File: config.mk
export PLATFORM = sky130hd
export DESIGN_NAME = traffic_sensor_cond_flat
export DESIGN_NICKNAME = d
export VERILOG_FILES = /design/src/rtl/traffic_sensor_cond_pkg.sv /design/src/rtl/traffic_sensor_cond_if.sv /design/src/rtl/sensor_channel.sv /design/src/rtl/traffic_sensor_cond.sv /design/src/flat_wrapper.sv
export SDC_FILE = /design/constraint.sdc
export NUM_CORES = 1
export LEC_CHECK = 0
export CORE_ASPECT_RATIO = 0.5
export CORE_MARGIN = 8
export CORE_UTILIZATION = 58
export CTS_CLUSTER_DIAMETER = 40
export CTS_CLUSTER_SIZE = 28
export DETAILED_ROUTE_END_ITERATION = 8
export PLACE_DENSITY = 0.88
export SKIP_CTS_REPAIR_TIMING = 1
export SYNTH_ARGS = -nofsm -noshare
export SYNTH_HDL_FRONTEND = slang
export SYNTH_HIERARCHICAL = 1
export SYNTH_SLANG_ARGS = --single-unit
export TNS_END_PERCENT = 30
File: constraint.sdc
create_clock -name clk -period 1.6 [get_ports clk]
set_input_delay 0.32 -clock clk [delete_from_list [all_inputs] [get_ports clk]]
set_output_delay 0.32 -clock clk [all_outputs]
set_load 0.02 [all_outputs]
File: src/rtl/traffic_sensor_cond_pkg.sv
// Shared constants and types for the traffic sensor conditioner and the
// light controller that consumes its TA/TB flags.
package traffic_sensor_cond_pkg;

  localparam int unsigned CNT_W            = 8;
  localparam int unsigned DEBOUNCE_DEFAULT = 4;
  localparam int unsigned HOLD_DEFAULT     = 8;

  typedef logic [CNT_W-1:0] cnt_t;

endpackage

File: src/rtl/traffic_sensor_cond_if.sv
// Sensor-side bundle: raw street sensors in, conditioned flags and rise pulses out.
interface traffic_sensor_cond_if;

  logic sa_raw;
  logic sb_raw;
  logic TA;
  logic TB;
  logic ta_rise;
  logic tb_rise;

  modport master (
    output sa_raw,
    output sb_raw,
    input  TA,
    input  TB,
    input  ta_rise,
    input  tb_rise
  );

  modport slave (
    input  sa_raw,
    input  sb_raw,
    output TA,
    output TB,
    output ta_rise,
    output tb_rise
  );

endinterface

File: src/rtl/sensor_channel.sv
// One sensor channel: two-flop synchronizer, run-length debounce,
// post-drop hold stretch and a one-cycle rise pulse.
module sensor_channel
  import traffic_sensor_cond_pkg::*;
#(
  parameter int unsigned DEBOUNCE_CYCLES = DEBOUNCE_DEFAULT,
  parameter int unsigned HOLD_CYCLES     = HOLD_DEFAULT
) (
  input  logic clk,
  input  logic reset,
  input  logic raw,
  output logic t,
  output logic rise
);

  localparam cnt_t DEB_LAST  = CNT_W'(DEBOUNCE_CYCLES - 1);
  localparam cnt_t HOLD_LOAD = CNT_W'(HOLD_CYCLES);

  logic sync1;
  logic sync2;
  logic deb;
  logic deb_d;
  cnt_t deb_cnt;
  cnt_t hold_cnt;
  logic deb_flip_c;

  // Debounced level changes on the edge the differing run reaches its length.
  assign deb_flip_c = (sync2 != deb) && (deb_cnt == DEB_LAST);

  always_ff @(posedge clk) begin
    if (!reset) begin
      sync1 <= 1'b0;
      sync2 <= 1'b0;
    end else begin
      sync1 <= raw;
      sync2 <= sync1;
    end
  end

  always_ff @(posedge clk) begin
    if (!reset) begin
      deb     <= 1'b0;
      deb_cnt <= '0;
    end else if (sync2 == deb) begin
      deb_cnt <= '0;
    end else if (deb_flip_c) begin
      deb     <= sync2;
      deb_cnt <= '0;
    end else begin
      deb_cnt <= deb_cnt + CNT_W'(1);
    end
  end

  // Hold loads on the falling flip, is cancelled by a rising flip, else drains to 0.
  always_ff @(posedge clk) begin
    if (!reset) begin
      hold_cnt <= '0;
    end else if (deb_flip_c && deb) begin
      hold_cnt <= HOLD_LOAD;
    end else if (deb_flip_c) begin
      hold_cnt <= '0;
    end else if (hold_cnt != '0) begin
      hold_cnt <= hold_cnt - CNT_W'(1);
    end
  end

  always_ff @(posedge clk) begin
    if (!reset) begin
      t     <= 1'b0;
      deb_d <= 1'b0;
      rise  <= 1'b0;
    end else begin
      t     <= deb | (hold_cnt != '0);
      deb_d <= deb;
      rise  <= deb & ~deb_d;
    end
  end

endmodule

File: src/rtl/traffic_sensor_cond.sv
// Traffic sensor conditioner top: two independent sensor channels, wiring only.
module traffic_sensor_cond
  import traffic_sensor_cond_pkg::*;
#(
  parameter int unsigned DEBOUNCE_CYCLES = DEBOUNCE_DEFAULT,
  parameter int unsigned HOLD_CYCLES     = HOLD_DEFAULT
) (
  input logic            clk,
  input logic            reset,
  traffic_sensor_cond_if.slave bus
);

  sensor_channel #(
    .DEBOUNCE_CYCLES (DEBOUNCE_CYCLES),
    .HOLD_CYCLES     (HOLD_CYCLES)
  ) u_chan_a (
    .clk   (clk),
    .reset (reset),
    .raw   (bus.sa_raw),
    .t     (bus.TA),
    .rise  (bus.ta_rise)
  );

  sensor_channel #(
    .DEBOUNCE_CYCLES (DEBOUNCE_CYCLES),
    .HOLD_CYCLES     (HOLD_CYCLES)
  ) u_chan_b (
    .clk   (clk),
    .reset (reset),
    .raw   (bus.sb_raw),
    .t     (bus.TB),
    .rise  (bus.tb_rise)
  );

endmodule
File: src/flat_wrapper.sv
// flat-port wrapper written by rule: the top's interface ports become plain ports
module traffic_sensor_cond_flat import traffic_sensor_cond_pkg::*;
#(
  parameter int unsigned DEBOUNCE_CYCLES = DEBOUNCE_DEFAULT,
  parameter int unsigned HOLD_CYCLES     = HOLD_DEFAULT
)
  (clk, reset, bus_sa_raw, bus_sb_raw, bus_TA, bus_TB, bus_ta_rise, bus_tb_rise);
  traffic_sensor_cond_if bus_i ();
  input logic clk;
  input logic reset;
  input wire logic [$bits(bus_i.sa_raw)-1:0] bus_sa_raw;
  input wire logic [$bits(bus_i.sb_raw)-1:0] bus_sb_raw;
  output wire logic [$bits(bus_i.TA)-1:0] bus_TA;
  output wire logic [$bits(bus_i.TB)-1:0] bus_TB;
  output wire logic [$bits(bus_i.ta_rise)-1:0] bus_ta_rise;
  output wire logic [$bits(bus_i.tb_rise)-1:0] bus_tb_rise;
  assign bus_i.sa_raw = bus_sa_raw;
  assign bus_i.sb_raw = bus_sb_raw;
  assign bus_TA = bus_i.TA;
  assign bus_TB = bus_i.TB;
  assign bus_ta_rise = bus_i.ta_rise;
  assign bus_tb_rise = bus_i.tb_rise;
  traffic_sensor_cond #(.DEBOUNCE_CYCLES(DEBOUNCE_CYCLES), .HOLD_CYCLES(HOLD_CYCLES)) u_core (.clk(clk), .reset(reset), .bus(bus_i));
endmodule
==> impl_metrics.env <==
export IMPL_wirelength_um=3430
export IMPL_drt_iter0_markers=47
export IMPL_port_buffers=7
export IMPL_cp_arrival_ns=1.22
export IMPL_cts_max_level=2
export IMPL_path_cells="clkdlybuf4s50_1"
export IMPL_diodes=0
export IMPL_max_freq_ghz=0.647
export IMPL_cts_sinks=44
export IMPL_root_buffer="clkbuf_8"
export IMPL_cp_required_ns=1.28
export IMPL_vdd_drop_max_mv=0.796
export IMPL_clkTransAtPathRegs_ns=0.08
export IMPL_worst_r2r_path_depth=4
export IMPL_via_count=1334
export IMPL_grt_pass1_wl_um=5960
export IMPL_synth_seq_cells=44
export IMPL_yosys_warnings=6
export IMPL_grt_pass1_vias=1392
export IMPL_area_growth_pct=16.9
export IMPL_cpPeakStageDelay_ns=0.60
export IMPL_ant_nets=0
export IMPL_io_pins=8
export IMPL_viasPerCell=5.38
export IMPL_first_pass_iters=4
export IMPL_syn_nets=196
export IMPL_clk_latency_ns=0.30
export IMPL_hold_viol=0
export IMPL_overflow=0
export IMPL_rsz0062_at_grt="yes"
export IMPL_synth_cell_type_count=27
export IMPL_hp_class="register to register"
export IMPL_crit_fanout=1
export IMPL_cp_depth=1
export IMPL_finalPower_w=0.00329
export IMPL_power_density_nw_per_um2=1580
export IMPL_cts_made_buffers=5
export IMPL_period_needed_ns=1.54
export IMPL_p_sw_frac=0.310
export IMPL_combinationalPowerShare=0.358
export IMPL_grtUsageTotal=0.152
export IMPL_crit_path_end="bus_TA"
export IMPL_clock_power_share=0.255
export IMPL_slew_viol_final=0
export IMPL_finalSetupViolations=0
export IMPL_grt_start_max_net_pins=14
export IMPL_synth_area_per_cell_um2=9.58
export IMPL_drc=0
export IMPL_end_kind="output port"
export IMPL_p_switching_w=0.00102
export IMPL_r2r_start="u_core/u_chan_a/deb_cnt[3]"
export IMPL_dieArea_um2=5210
export IMPL_fp_row_count=14
export IMPL_syn_cell_area_um2=1780
export IMPL_path_class="register to output port"
export IMPL_post_drt_wl_per_cell_um=13.8
export IMPL_synthCells=186
export IMPL_crit_family="buffers and inverters"
export IMPL_maxSlewHeadroom=0.737
export IMPL_leakagePower_nw=0.891
export IMPL_worstMarginPinSlew_ns=0.394
export IMPL_place_congestion=0.831
export IMPL_drive_above_1_share=0.115
export IMPL_cts_buffer_depth=2
export IMPL_timing_rr_end="u_core/u_chan_a/hold_cnt[3]"
export IMPL_status="complete, no violations"
export IMPL_cp_buffers_inverters=1
export IMPL_power_frac_seq=0.387
export IMPL_slowest_stage="clkdlybuf4s50_1"
export IMPL_crit_start="u_core/u_chan_a/t"
export IMPL_p_int_w=0.00227
export IMPL_die_height_um=55.2
export IMPL_nets=217
export IMPL_final_cell_count_no_fill=248
export IMPL_place_inst=238
export IMPL_r2r_slack_ns=0.11
export IMPL_fp_dieW_um=94.4
export IMPL_place_hpwl_um=2350
export IMPL_period_share=0.965
export IMPL_cts_tree="done"
export IMPL_coreArea_um2=2960
export IMPL_antenna_found_initial=0
export IMPL_hold_depth=1
export IMPL_skew_ns=0.00447
export IMPL_startpoint_type="register"
export IMPL_drv_cap=0
export IMPL_start_util=0.602
export IMPL_yosysSeqAreaShare=0.494
[flip-flops by register name, summed over array words and instances (netlist names)]
register / count
u_core/u_chan_b/sync1: 1
u_core/u_chan_b/sync2: 1
u_core/u_chan_b/hold_cnt: 8
u_core/u_chan_b/deb_cnt: 8
u_core/u_chan_a/sync1: 1
u_core/u_chan_a/deb_cnt: 8
u_core/u_chan_a/t: 1
u_core/u_chan_b/deb: 1
u_core/u_chan_b/rise: 1
u_core/u_chan_a/deb_d: 1
u_core/u_chan_a/deb: 1
u_core/u_chan_b/t: 1
u_core/u_chan_a/sync2: 1
u_core/u_chan_b/deb_d: 1
u_core/u_chan_a/rise: 1
u_core/u_chan_a/hold_cnt: 8
[cells in the mapped netlist]
| cell | number | share of area |
|---|---|---|
| a31o_1 | 2 | 0.0098 |
| and3_1 | 4 | 0.014 |
| nand3_1 | 10 | 0.028 |
| xor2_1 | 14 | 0.069 |
| o31ai_1 | 2 | 0.0084 |
| o311a_1 | 2 | 0.011 |
| o211ai_1 | 2 | 0.0084 |
| nand3b_1 | 2 | 0.0084 |
| nor2b_1 | 2 | 0.0070 |
| nand2_1 | 6 | 0.013 |
| xnor2_1 | 12 | 0.059 |
| o21ai_0 | 2 | 0.0056 |
| inv_1 | 10 | 0.021 |
| nand3_2 | 2 | 0.011 |
| mux2i_1 | 2 | 0.011 |
| nor4_2 | 2 | 0.014 |
| dfxtp_1 | 44 | 0.49 |
| a211oi_1 | 2 | 0.0084 |
| ha_1 | 6 | 0.042 |
| clkbuf_1 | 2 | 0.0042 |
| nor2_1 | 38 | 0.080 |
| and2_1 | 8 | 0.028 |
| nor3_1 | 2 | 0.0056 |
| nor4_1 | 2 | 0.0070 |
| o311ai_1 | 2 | 0.0098 |
| or4_4 | 2 | 0.013 |
| o21a_1 | 2 | 0.0084 |
[cell families after synthesis]
family,synth area share
and+or+nand+nor,0.229
DFF,0.494
xor gates and xnor gates,0.128
AOI/OAI and AO/OA,0.0702
buffers and inverters,0.0253
adders and majority gates,0.0421
muxes,0.0112
[per-stage QoR]
step	hold WS, ns	utilization	instance area [um^2]	setup WS (ns)	TNS, ns
finish	0.390	0.704	2080	0.0552	0
global route	0.413	0.704	2080	-0.0120	-0.0237
CTS	0.394	0.694	2050	-0.0218	-0.0697
global placement	0.372	0.658	1950	0.0996	0
detailed placement	0.382	0.658	1950	-0.0398	-0.249
floorplan	0.367	-	1780	0.243	0
[power groups by stage]
stage	clock network, W	registers, W	logic [W]
final	0.000839	0.00127	0.00118
after global routing	0.000893	0.00128	0.00131
after CTS	0.000852	0.00127	0.00112
after detailed placement	0	0.00129	0.00110
after global placement	0	0.00129	0.00105
after floorplan	0	0.00129	0.000832
[worst min-delay path by stage]
stage                               start                    to  slack, ns
global placement    u_core/u_chan_b/deb_d  u_core/u_chan_b/rise       0.37
detailed placement  u_core/u_chan_b/deb_d  u_core/u_chan_b/rise       0.38
CTS                 u_core/u_chan_b/deb_d  u_core/u_chan_b/rise       0.39
floorplan           u_core/u_chan_a/deb_d  u_core/u_chan_a/rise       0.37
global route        u_core/u_chan_b/deb_d  u_core/u_chan_b/rise       0.41
finish              u_core/u_chan_b/deb_d  u_core/u_chan_b/rise       0.39
[final cells by class]
class                      count  area (um^2)
timing repair buffer          16          138
fill                         200          877
sequential                    44          881
inverter                      10         37.5
clock inverter                 2         35.0
clock buffer                   6         72.6
tap                           40         50.0
multi-input combinational    130          870
[layer usage]
layer	routed length, um	track usage
met5	0	0
met4	70	0.0961
met3	209	0.0471
met2	1690	0.281
met1	1460	0.154
[cell usage in the layout, fill, tap and decap left out, drive strengths merged]
cell / count
o211ai: 2
nand3: 12
nor4: 4
a31o: 2
o31ai: 2
nand3b: 2
or4: 2
and3: 4
ha: 6
o21a: 2
clkdlybuf4s50: 7
nand2: 6
a211oi: 2
and2: 8
nor2b: 2
clkinv: 1
inv: 10
o21ai: 2
bufinv: 1
nor2: 38
nor3: 2
xor2: 14
mux2i: 2
xnor2: 12
o311a: 2
o311ai: 2
clkbuf: 6
buf: 9
dfxtp: 44
(Power assumes the default switching activity.)
